### src/rtl/izh_pkg.sv
// Shared types and constants for the Izhikevich neuron core and its spike decoder.
package izh_pkg;

    // Membrane voltage sample: bits [17:10] of the 2.16 neuron state, i.e. signed 2.6.
    typedef logic signed [7:0] q2_6_t;

    // Spike detector hysteresis states.
    typedef enum logic {
        ARMED,
        FIRED
    } det_state_t;

    // Default spike threshold (~0.30) and rearm level shared with the neuron core.
    localparam q2_6_t THRESH_DEFAULT = 8'sh13;
    localparam q2_6_t REARM_DEFAULT  = 8'sh00;

endpackage

### src/rtl/izh_sat_counter.sv
// Saturating up-counter with clear and load-1; clear has priority over load, load over increment.
module izh_sat_counter #(
    parameter int unsigned W = 16
) (
    input  logic         clk,
    input  logic         rst_n,
    input  logic         clr,
    input  logic         load1,
    input  logic         inc,
    output logic [W-1:0] count
);

    // Count register; holds at all-ones once saturated.
    always_ff @(posedge clk) begin
        if (!rst_n) begin
            count <= '0;
        end else if (clr) begin
            count <= '0;
        end else if (load1) begin
            count <= W'(1);
        end else if (inc && (count != '1)) begin
            count <= count + W'(1);
        end
    end

endmodule

### src/rtl/izh_spike_decoder.sv
// Spike detector with hysteresis, inter-spike-interval event port, burst flag and
// windowed spike-rate count for the Izhikevich neuron voltage stream.
module izh_spike_decoder
    import izh_pkg::*;
#(
    parameter int unsigned ISI_W     = 16,
    parameter q2_6_t       THRESH    = THRESH_DEFAULT,
    parameter q2_6_t       REARM     = REARM_DEFAULT,
    parameter int unsigned BURST_ISI = 8,
    parameter int unsigned WIN_LEN   = 1024,
    parameter int unsigned RATE_W    = 10
) (
    input  logic              clk,
    input  logic              rst_n,
    input  logic              v_valid,
    input  logic signed [7:0] v_in,
    output logic              spike,
    output logic              isi_valid,
    input  logic              isi_ready,
    output logic [ISI_W-1:0]  isi_data,
    output logic              burst,
    output logic              rate_valid,
    output logic [RATE_W-1:0] rate_count,
    output logic              overflow
);

    localparam int unsigned WIN_W = (WIN_LEN > 1) ? $clog2(WIN_LEN) : 1;
    localparam logic [WIN_W-1:0] WIN_LAST = WIN_W'(WIN_LEN - 1);
    // One extra bit so the comparison never wraps for small ISI_W.
    localparam logic [ISI_W:0] BURST_LIM = (ISI_W + 1)'(BURST_ISI);

    det_state_t        state;
    logic              first_seen;
    logic [WIN_W-1:0]  win_pos;
    logic [ISI_W-1:0]  isi_cnt;
    logic [RATE_W-1:0] rate_cnt;

    logic              fire;
    logic              rearm;
    logic              new_evt;
    logic              accept;
    logic              win_last;
    logic              burst_now;
    logic [RATE_W-1:0] rate_next;

    // Per-sample decode: threshold crossing, rearm, event generation and window end.
    always_comb begin
        fire      = v_valid && (state == ARMED) && (v_in > THRESH);
        rearm     = v_valid && (state == FIRED) && (v_in < REARM);
        new_evt   = fire && first_seen;
        accept    = isi_valid && isi_ready;
        win_last  = (win_pos == WIN_LAST);
        burst_now = ({1'b0, isi_cnt} < BURST_LIM);
        rate_next = (rate_cnt == '1) ? rate_cnt : rate_cnt + RATE_W'(1);
    end

    // Samples since the previous spike; a spike reports the count and restarts it at 1.
    izh_sat_counter #(
        .W (ISI_W)
    ) u_isi_cnt (
        .clk   (clk),
        .rst_n (rst_n),
        .clr   (1'b0),
        .load1 (fire),
        .inc   (v_valid && !fire),
        .count (isi_cnt)
    );

    // Spikes in the current window; cleared on the window's last sample.
    izh_sat_counter #(
        .W (RATE_W)
    ) u_rate_cnt (
        .clk   (clk),
        .rst_n (rst_n),
        .clr   (v_valid && win_last),
        .load1 (1'b0),
        .inc   (fire),
        .count (rate_cnt)
    );

    // Detector FSM, window position and all registered outputs.
    always_ff @(posedge clk) begin
        if (!rst_n) begin
            state      <= ARMED;
            first_seen <= 1'b0;
            win_pos    <= '0;
            spike      <= 1'b0;
            isi_valid  <= 1'b0;
            isi_data   <= '0;
            burst      <= 1'b0;
            rate_valid <= 1'b0;
            rate_count <= '0;
            overflow   <= 1'b0;
        end else begin
            spike      <= fire;
            rate_valid <= v_valid && win_last;

            if (fire) begin
                state      <= FIRED;
                first_seen <= 1'b1;
            end else if (rearm) begin
                state <= ARMED;
            end

            if (v_valid) begin
                win_pos <= win_last ? '0 : win_pos + WIN_W'(1);
            end

            if (accept) begin
                isi_valid <= 1'b0;
            end

            // A new event loads unless the pending one is still stalled, in which case it is lost.
            if (new_evt) begin
                burst <= burst_now;
                if (isi_valid && !isi_ready) begin
                    overflow <= 1'b1;
                end else begin
                    isi_valid <= 1'b1;
                    isi_data  <= isi_cnt;
                end
            end

            // Window result includes a spike on the window's last sample.
            if (v_valid && win_last) begin
                rate_count <= fire ? rate_next : rate_cnt;
            end
        end
    end

endmodule

### config.mk
export PLATFORM = sky130hd
export DESIGN_NAME = izh_spike_decoder
export DESIGN_NICKNAME = d
export VERILOG_FILES = /design/src/rtl/izh_pkg.sv /design/src/rtl/izh_sat_counter.sv /design/src/rtl/izh_spike_decoder.sv
export SDC_FILE = /design/constraint.sdc
export NUM_CORES = 1
export LEC_CHECK = 0
export CORE_MARGIN = 2
export CORE_UTILIZATION = 48
export DETAILED_ROUTE_END_ITERATION = 8
export PLACE_DENSITY = 0.73
export SYNTH_ARGS = -nofsm -noshare
export SYNTH_HDL_FRONTEND = slang
export SYNTH_SLANG_ARGS = --single-unit
### constraint.sdc
create_clock -name clk -period 1.7 [get_ports clk]
set_input_delay 0.17 -clock clk [delete_from_list [all_inputs] [get_ports clk]]
set_output_delay 0.17 -clock clk [all_outputs]
set_load 0.05 [all_outputs]
-- After elaboration in Yosys (flattened, before gate mapping)
Cells that the tools add are included.
- output and inout port bits: 31
- memories kept: 0
- input bits: 12
- register bits: 69
- bits in latches: 0
- logic and storage cells: 55
- RAM bits: 0
- ROM bits: 0
- multipliers: 0
- equality and inequality tests: 4
- shift operators: 0
- divide/modulo/power cells: 0
- order comparisons: 3
- bitwise logic cells: 3
- add/sub/neg operators: 3
- reductions and logical operators: 19
- multiplexer cells: 10
- operators with widths (operator ; count):
    $mux 10 ; 3
    $add 10x1->10 const B ; 2
    $eq 10x10->1 const B ; 2
    $add 16x1->16 const B ; 1
    $lt 16x4->1 const B ; 1
    $ne 16x16->1 const B ; 1
    $logic_and 1x1->1 ; 11
    $ne 10x10->1 const B ; 1
    $gt 8x6->1 const B ; 1
    $lt 8x1->1 const B ; 1
    $mux 1 ; 7
    $reduce_and 2->1 ; 2
    $reduce_bool 2->1 ; 2
    $reduce_or 2->1 ; 2
    $not 1->1 ; 3
    $logic_not 1->1 ; 2

-- Depth between registers and ports, before layout
- word-level depth: 8
- gate-level depth with buffers: 6
- mapped depth without buffers: 6

-- Modules after synthesis
A second synthesis with hierarchy kept.
- cell total of the unflattened synthesis: 374
- area, all modules: 3365.7 µm²
- modules (own cells, without submodules) (module ; seq. area each (µm²) ; cells each ; area each (µm²) ; times used):
    izh_spike_decoder ; 860.8 ; 214 ; 1935.6 ; 1
    izh_sat_counter (u_isi_cnt) ; 320.3 ; 93 ; 839.6 ; 1
    izh_sat_counter (u_rate_cnt) ; 200.2 ; 67 ; 590.6 ; 1

-- Worst setup path after synthesis
OpenSTA, ideal clock, no wires.
- path type: register to register
- start: reg u_rate_cnt.count[0]
- end: reg rate_count[1]
- path buffers: 0
- cell stages (with the launch flop): 7
- path slack: 0.141 ns
- data arrival time: 1.433 ns
- cells stage by stage: dfxtp_1 ha_1 nand2_1 nor3_1 nor2_1 mux2i_1 o2bb2ai_1
- longest elaborated chain between the ends: 3
- elaborated cells on any way between the ends: 4
- those cells by class: 1 x add/sub; 1 x eq/ne; 2 x mux
- ends and longest elaborated chain (element ; RTL line ; source):
    start: declaration ; izh_sat_counter.sv:10 ; output logic [W-1:0] count
    start signal: assignment ; izh_sat_counter.sv:22 ; count <= count + W'(1);
    $add 10x1->10 or $eq 10x10->1 (tied branches) ; izh_spike_decoder.sv:54 ; rate_next = (rate_cnt == '1) ? rate_cnt : rate_cnt + RATE_W'(1);
    $mux 10 * ; izh_spike_decoder.sv:54 ;
    $mux 10 * ; izh_spike_decoder.sv:126 ; rate_count <= fire ? rate_next : rate_cnt;
    end signal: assignment ; izh_spike_decoder.sv:126 ;
    end: declaration ; izh_spike_decoder.sv:23 ; output logic [RATE_W-1:0] rate_count,
Mark *: on every way between the ends. The rest lies on a longest branch, timed or not.
A chain may end at the register's enable or synchronous reset.

-- Worst setup path after layout
- start: reg isi_data[5]
- end: out isi_data[5]
- RTL lines (element ; RTL line ; source):
    start: declaration ; izh_spike_decoder.sv:20 ; output logic [ISI_W-1:0] isi_data,
    start signal: assignment ; izh_spike_decoder.sv:120 ; isi_data <= isi_cnt;
No word-level cell between the ends.

==> key figures <==
Cells and area
  • Layout cells sized above 1: 14.05%
  • Area Growth Syn to Fin: 32.47%
  • Antenna Cells: 0
  • Layout Nets: 373
  • Final cell count without fillers: 438

Timing
  • Period utilisation layout: 96.92%
  • Slew @ Worst Pin: 0.5069 ns
  • Final hold vios: 0
  • Final Max Tran Viols: 0
  • Achievable clock frequency: 606.9 MHz
  • Slew margin rel.: 66.15%
  • Final setup vio count: 0
  • Min Tclk post-route: 1.648 ns
  • Worst Hold Slack: 0.4632 ns
  • Clk_skew: 0.008138 ns

Floorplan
  • Die Width: 81.80 um
  • Initial Util: 49.36%
  • FP Rows: 28
  • Top-Level Pins: 43
  • Die height: 81.80 um
  • Die Area: 0.006691 mm^2
  • CORE AREA: 0.005886 mm^2

Synthesis
  • Yosys warns: 0
  • Top cell type's share of synthesized area: 47.55%
  • Synth area leaders: dfxtp_1, mux2i_1, xnor2_1
  • Area leader, netlist: dfxtp_1
  • Largest family of logic cells by synthesized area: simple AND/OR/NAND/NOR gates
  • Top FF cell, synth: dfxtp_1
  • Syn avg cell area: 9.815 um^2
  • Xor and xnor fraction of the mapped netlist area: 9.044%
  • Post-synth net total: 311
  • Synthesized area: 0.002905 mm^2
  • Top cells by count, synth: dfxtp_1, nor2_1, mux2i_1, nand2_1
  • Adder-Cell Fraction of Synth Area: 1.292%
  • Seq cells post-synth: 69
  • Post-synthesis mux area share: 7.580%
  • EDFF count, synth: 0
  • Most common cell in the netlist: dfxtp_1
  • Simple-gate share of the synthesized area: 23.99%
  • Compound-Gate Fraction of Synth Area: 7.924%
  • Post-Syn Instances: 296
  • Unique cell type count in the Yosys netlist: 42
  • Seq/Total Area, Yosys: 47.55%
  • Async S/R FF share, synth: 0%

Global routing
  • GRT Residual Overflow: 0
  • Total global-route track usage: 18.53%
  • Initial antenna violation count: 0
  • First-pass GRT wire length: 9404 um
  • Via count of the first global-routing pass: 2083
  • Largest net degree at the start of global routing: 18

Critical path
  • Crit path max fanout: 2
  • CP Buf/Inv Count: 1
  • Worst-path cell chain: clkdlybuf4s50_1
  • Crit path arrival time: 1.48 ns
  • Critical Path RT: 1.53 ns
  • RR Endpoint: rate_count[4]
  • Worst R2R Setup Slack: 0.14 ns
  • Worst Setup SP: isi_data[5]
  • RR Startpoint: u_rate_cnt.count[0]
  • CP delay by family, top: buffers and inverters
  • Crit path launch type: register
  • Worst Setup Path Type: reg2out
  • Slowest cell on the critical path: clkdlybuf4s50_1
  • Worst R2R Path Depth: 7
  • Critical Path Stages: 1
  • Worst path max stage delay: 0.80 ns
  • CP Capture Type: output port

CTS
  • CTS H-Tree Depth: 3
  • Clk buf depth: 2
  • CTS tree: yes
  • Setup Fix Bufs, Post-CTS: 0
  • Post-CTS Hold Buffers: 0
  • Root Driver: clkbuf_8
  • Total CTS buffers: 9
  • Skew-Pair Late Insertion Delay: 0.34 ns
  • Worst-path clk slew: 0.07 ns
  • Clock sinks: 69

Detailed routing
  • DRT Wirelength: 5610 um
  • Post-DR wirelength/cell: 12.81 um
  • DR iter-0 viols: 97
  • Vias per cell: 5.169
  • Drc violations: 0
  • First-pass iteration count of the detailed router: 4
  • Total vias in the final route: 2264
  • Post-route ant nets: 0

Power
  • VDD IR-drop max: 0.6431 mV
  • Lkg Pwr: 1.825 nW
  • Pwr/cell area: 883.8 mW/mm^2

Placed design
  • Placer Congestion: 0.7671
  • # port buffers: 40
  • Placed Cells: 422
  • HPWL after DPL: 3971 um

Run status
  • Status: completed

Flow run
  • Max-cap violations: 0

Worst hold path
  • Hold Path Stages: 1
  • Min-Delay Endpoint: rate_count[0]
  • HP Start: rate_count[0]
  • Tightest Hold Check Type: reg2reg
[layout make-up]
class                   count  area (um^2)
repair buffers             63        653.1
clock inverters             7        113.9
clock buffers               9        123.9
flip-flops and latches     69         1383
inverters                   3        11.26
well taps                  75        93.84
multi-input cells         212         1470
fillers                   487         2037
[power by group]
part	leakage (nW)	switching [mW]	total (mW)	internal (mW)
combinational	1.14	0.0849	0.172	0.0876
sequential	0.558	0.0172	1.65	1.63
clock	0.123	0.609	1.58	0.969
[timing repair]
item / CTS / global route
setup endpoints to repair: 0 / 31
endpoints found under the hold margin: 0 / 0
gates resized for setup: 0 / 24
[how the worst max path moves through the flow]
stage	to
global placement	u_isi_cnt.count[7]
detailed placement	rate_count[9]
finish	isi_data[5]
CTS	isi_valid
floorplan	rate_count[1]
global route	isi_data[5]
[metal layers]
metal  track usage (%)  share of wire, %  vias up
li1                  -                 -     1163
met1             23.47                47     1047
met2             29.11                48       47
met3             5.165               4.2        7
met4             8.833               1.4        0
met5                 0                 0        -
[kinds of logic (layout without fill, tap and decap cells)]
| group | Yosys count | after routing |
|---|---|---|
| AO/OA/AOI/OAI | 27 | 27 |
| XOR/XNOR | 30 | 30 |
| multiplexers | 22 | 22 |
| adder cells (fa/ha/maj) | 3 | 3 |
| AND/OR/NAND/NOR | 130 | 130 |
| buffers and inverters | 15 | 82 |
| flip-flops | 69 | 69 |
[sequential cells by signal (all words and copies together), names as in the netlist]
signal            count
spike                 1
first_seen            1
isi_valid             1
u_isi_cnt.count      16
u_rate_cnt.count     10
rate_count           10
overflow              1
state                 1
win_pos              10
burst                 1
isi_data             16
rate_valid            1
[placed cells by master (no fill, tap or decap), types with 5 or more instances in the layout]
cell             count
nor2b_1             16
nor3_1               8
nand4_1              9
and3_1               7
nand3_1             12
and2_1               5
xor2_1              14
o2bb2ai_1           10
dfxtp_1             68
dlymetal6s2s_1      17
mux2i_1             22
clkbuf_8             9
nor2_1              36
xnor2_1             16
buf_4               20
clkdlybuf4s50_1     23
nand2_1             19
[metrics by stage]
| stage | utilization, % | power (mW) | setup WS, ns | cell area (um^2) | TNS [ns] |
|---|---|---|---|---|---|
| after global routing | 65.39 | 3.537 | -0.01789 | 3849 | -0.01942 |
| after global placement | 60.23 | 1.855 | -0.1249 | 3545 | -3.183 |
| final | 65.39 | 3.402 | 0.05234 | 3849 | 0 |
| after detailed placement | 60.23 | 1.860 | -0.1804 | 3545 | -4.689 |
| after floorplan | - | 1.785 | 0.1413 | 2905 | 0 |
| after CTS | 64.26 | 3.439 | 0.004146 | 3782 | 0 |
Note: power is estimated with default switching activity, not from simulation.
==> RTL edit 1: new RTL, same settings <==
Change the parameter `RATE_W` from 10 to 20.
--- a/src/rtl/izh_spike_decoder.sv
+++ b/src/rtl/izh_spike_decoder.sv
@@ -8,7 +8,7 @@
     parameter q2_6_t       REARM     = REARM_DEFAULT,
     parameter int unsigned BURST_ISI = 8,
     parameter int unsigned WIN_LEN   = 1024,
-    parameter int unsigned RATE_W    = 10
+    parameter int unsigned RATE_W    = 20
 ) (
     input  logic              clk,
     input  logic              rst_n,
Interface: changed (resized rate_count); port bits go from 43 to 53. No check against the original RTL was run, so the function may have changed too.
==> RTL edit 1 against the original RTL <==
The flow now finishes with violations (negative setup slack). Total power grew 12%. Setup slack got worse by 0.24 ns. Cell area grew 46%. Die area is 26% higher. Sequential cell count increased by 20. Final cell count grew 55%. Wire length grew 99%. Area after synthesis grew 27%. Global-route usage grew 5.7 points.
==> RTL edit 1: results (changes against the original RTL) <==
Routing
  • Initial drt markers: 259 (+170%)
  • 1st-pass router iterations: 6 (+2)
  • Routed WL: 11,200 um (+99%)
  • Routed via count: 3,863 (+71%)

Logic synthesis
  • Syn_nets: 453 (+46%)
  • Yosys cell types: 46 (+9.5%)
  • Commonest cells in the netlist: dfxtp_1, nand2_1, nor2_1
  • Register area share after synthesis: 48.2% (+0.66 points)
  • Dominant cells by area after synthesis: dfxtp_1, nand2_1, a21oi_1, nor2_1, xor2_1

Setup path
  • Setup CP Type: reg -> reg
  • Max incr delay on CP: 0.42 ns (-0.38 ns)
  • CP max FO: 6 (+4)
  • Cell family with most CP delay: simple AND/OR/NAND/NOR gates
  • R2r endpoint: rate_count[11]$_SDFFE_PN0P_
  • Worst reg2reg path depth: 5 (-2)
  • Arrival time worst endpoint: 2.21 ns (+0.73 ns)
  • Reg2Reg Launch Point: u_rate_cnt.count[5]$_SDFFE_PP0P_
  • Worst path slowest cell: or4_1

Place
  • DP HPWL: 6530 um (+65%)
  • Final Wtd Congestion: 0.864 (+13%)
  • Buffers on Ports: 50 (+25%)

Timing
  • Final setup viols: 33 (+33)
  • Slack of the critical path: -0.186 ns (-0.238 ns)
  • Hold slack: 0.264 ns (-0.199 ns)
  • Worst Skew: 0.00641 ns (-0.00173 ns)
  • Worst-Margin Slew: 0.518 ns (+0.0110 ns)

Final layout
  • Post-layout nets: 591 (+58%)
  • Layout cell share with drive strength beyond 1: 31.3% (+17 points)
  • Largest regs: rate_count: 20 flops, u_rate_cnt.count: 20 flops

Min path
  • Hold path startpoint: v_valid
  • Min-Delay Path Class: in -> reg
  • Hold worst-path end: state$_SDFFE_PN0P_
  • Hold path cells: 5 (+4)

Global route
  • First-pass GRT wire length: 16,400 um (+74%)
  • Pin count of the biggest net entering global routing: 27 (+9)
  • Vias in the first global route: 3,568 (+71%)
  • Number of antenna violations at the first check in global routing: 0 (unchanged)
  • Total Routing Usage GR: 24.2% (+5.7 points)

Status
  • Failing checks: negative setup slack
  • Status: finished with violations

Power
  • Peak supply drop: 0.000484 V (-25%)
  • Leakage power: 2.64 nW (+45%)

Clock network
  • CTS H-tree lvls: 3 (unchanged)
  • Worst-path clk slew: 0.09 ns (+0.02 ns)
  • Insertion delay of the later-clocked pin in the worst-skew pair: 0.37 ns (+0.03 ns)
-- RTL edit 1: final cells by class --
cell class	instances	area, sq um
Multi-Input combinational cell	324	2160
Sequential cell	89	1800
Fill cell	465	1730
Timing Repair Buffer	145	1340
Clock buffer	10	138
Tap cell	99	124
Clock inverter	6	43.8
Inverter	7	26.3
-- RTL edit 1: per-layer routing --
| metal | share of wire, % | track usage [%] | vias to the layer above |
|---|---|---|---|
| li1 | - | - | 1836 |
| met3 | 6.1 | 4.93 | 31 |
| met5 | 0 | 0 | - |
| met2 | 48 | 39.0 | 158 |
| met4 | 2.7 | 8.96 | 0 |
| met1 | 43 | 32.1 | 1838 |
-- RTL edit 1: timing repair --
item | in CTS | in global routing
gates resized for setup | 43 | 95
setup buffers | 3 | 12
endpoints found under the setup margin | 59 | 98
endpoints found under the hold margin | 0 | 0
cloned | 1 | 3
pin swaps | 15 | 38
-- RTL edit 1: cell families after synthesis --
family / synth area share [%]
AOI/OAI and AO/OA: 13.2
xor gates and xnor gates: 5.92
adders and majority gates: 1.02
buffers and inverters: 2.88
DFF: 48.2
muxes: 1.08
and+or+nand+nor: 27.7
-- RTL edit 1: per-stage QoR --
step                      setup TNS, ns  worst slack (ns)  util [%]  instances  area [sq um]
after floorplan                  -0.545            -0.132         -        438          3730
after global placement           -17.12            -0.354      66.1        645          4870
after CTS                        -0.671            -0.154      70.7        665          5210
after global routing              -4.51            -0.235      76.5        680          5640
final                             -1.89            -0.186      76.5        680          5640
after detailed placement         -21.83            -0.415      66.1        645          4870
-- RTL edit 1: report_power, final --
group          internal (mW)  total (mW)  leakage [nW]  switching [mW]
logic                  0.133       0.299          1.82           0.166
clock network          0.573        1.38        0.0922           0.811
registers               2.10        2.12         0.727          0.0180
==> RTL edit 2: new RTL, same settings <==
Made on the original files. Register the output `rate_count` once more, cleared by the reset; this adds one clock of latency there. The other outputs are not delayed to match.
--- a/src/rtl/izh_spike_decoder.sv
+++ b/src/rtl/izh_spike_decoder.sv
@@ -28,6 +28,8 @@
     localparam logic [WIN_W-1:0] WIN_LAST = WIN_W'(WIN_LEN - 1);
     // One extra bit so the comparison never wraps for small ISI_W.
     localparam logic [ISI_W:0] BURST_LIM = (ISI_W + 1)'(BURST_ISI);
+
+    logic [RATE_W-1:0] rate_count_s0;
 
     det_state_t        state;
     logic              first_seen;
@@ -89,7 +91,7 @@
             isi_data   <= '0;
             burst      <= 1'b0;
             rate_valid <= 1'b0;
-            rate_count <= '0;
+            rate_count_s0 <= '0;
             overflow   <= 1'b0;
         end else begin
             spike      <= fire;
@@ -123,8 +125,16 @@
 
             // Window result includes a spike on the window's last sample.
             if (v_valid && win_last) begin
-                rate_count <= fire ? rate_next : rate_cnt;
+                rate_count_s0 <= fire ? rate_next : rate_cnt;
             end
+        end
+    end
+
+    always_ff @(posedge clk) begin
+        if (!rst_n) begin
+            rate_count <= '0;
+        end else begin
+            rate_count <= rate_count_s0;
         end
     end
 
Behaviour: no difference found for any inputs over 10 cycles, from zero or initial values and one cycle with rst_n low; that may be too few to reach the edited logic, so the function may still have changed.
==> RTL edit 2 against the original RTL <==
The run now ends with negative setup slack left. Sequential cell count increased by 10. Total power up 5.5%. Synthesized cell count grew 22%. Die area increased by 11%. Area after synthesis increased by 12%. Clock power decreased by 8%. Combinational power rose by 49%. Core utilization rose by 4.7 points. Wire length is 44% higher. Sequential power increased by 14%. Setup slack lost 0.13 ns. Critical path depth increased by 5. Cell area rose by 18%. Critical path type is now reg -> reg. Critical endpoint is now u_isi_cnt.count[13]$_SDFFE_PP0P_. Highest routed layer unchanged.
==> RTL edit 2: results (changes against the original RTL) <==
Status
  • Status: finished with violations
  • Failing checks: negative setup slack

Logic synthesis
  • Commonest cells in the netlist: dfxtp_1, nor2_1, nand2_1
  • Dominant cells by area after synthesis: dfxtp_1, nand3_1, nor2_1, nand2_1, a21oi_1
  • Cells after synthesis: 361 (+22%)
  • Synth Area in Adders: 1.16% (-0.14 points)
  • Yosys cell types: 48 (+14%)
  • Mux contribution to synthesized area: 2.20% (-5.4 points)
  • Synth Area in XOR/XNOR: 4.86% (-4.2 points)
  • Syn_nets: 376 (+21%)

Routing
  • Via density: 5.56 (+7.6%)
  • Routed length on met3: 502 um (+120%)
  • 1st-pass router iterations: 5 (+1)
  • Drt wl/cell: 15.1 um (+18%)
  • Routed met2 length: 3750 um (+40%)

Place
  • Final Wtd Congestion: 0.877 (+14%)
  • Dpl cells: 511 (+21%)

Setup path
  • R2r endpoint: u_isi_cnt.count[13]$_SDFFE_PP0P_
  • Start point of the critical path: u_isi_cnt.count[1]$_SDFFE_PP0P_
  • Arrival time worst endpoint: 2.07 ns (+0.59 ns)
  • Worst path slowest cell: or4_1
  • Cell family with most CP delay: simple AND/OR/NAND/NOR gates
  • Setup CP Type: reg -> reg

Final layout
  • Filler cells: 501 (+2.9%)
  • Post-layout nets: 469 (+26%)

Timing
  • Slack of the critical path: -0.0763 ns (-0.129 ns)
  • Final setup viols: 8 (+8)

Power
  • Peak supply drop: 0.000418 V (-35%)
  • Sequential Power: 1.88 mW (+14%)
  • Leakage power: 1.90 nW (+4.3%)
  • Switch share: 25.3% (+4.4 points)

Min path
  • Hold path startpoint: v_in[7]
  • Hold path cells: 3 (+2)

Global route
  • GRT met3 Usage: 5.33% (+0.17 points)
  • GR Layer Usage met2: 34.0% (+4.9 points)
  • First-pass GRT wire length: 12,900 um (+37%)
  • Total Routing Usage GR: 22.1% (+3.5 points)

Clock network
  • Postcts setup bufs: 3 (+3)
  • Post-CTS resize count: 16 (+16)
[RTL edit 2: cell count changes in the layout (fill, tap and decap cells not counted), moves of 6 or more]
cell       unedited run  this run
dfxtp_2               1         9
xnor2_1              16         8
buf_6                 0         8
o21ai_0               0        12
mux2i_1              22         5
a21oi_1               1        11
buf_4                20        48
o21ai_1               0         8
nand3_1              12        32
nor2b_1              16         0
xor2_1               14         8
nand2_1              19        36
o2bb2ai_1            10         2
[RTL edit 2: final cells by class]
type                    count  area (sq um)  area share, %
multi-input cells         259          1690           37.2
inverters                   6          25.0          0.553
clock inverters             7          80.1           1.77
flip-flops and latches     79          1590           35.2
repair buffers             99           925           20.4
clock buffers               9           124           2.74
well taps                  77          96.3           2.13
[RTL edit 2: metrics by stage]
stage	setup WS, ns	total power, mW
after global placement	-0.509	2.14
after detailed placement	-0.522	2.15
final	-0.0763	3.59
after CTS	-0.0842	3.59
after global routing	-0.145	3.70
after floorplan	-0.166	2.05
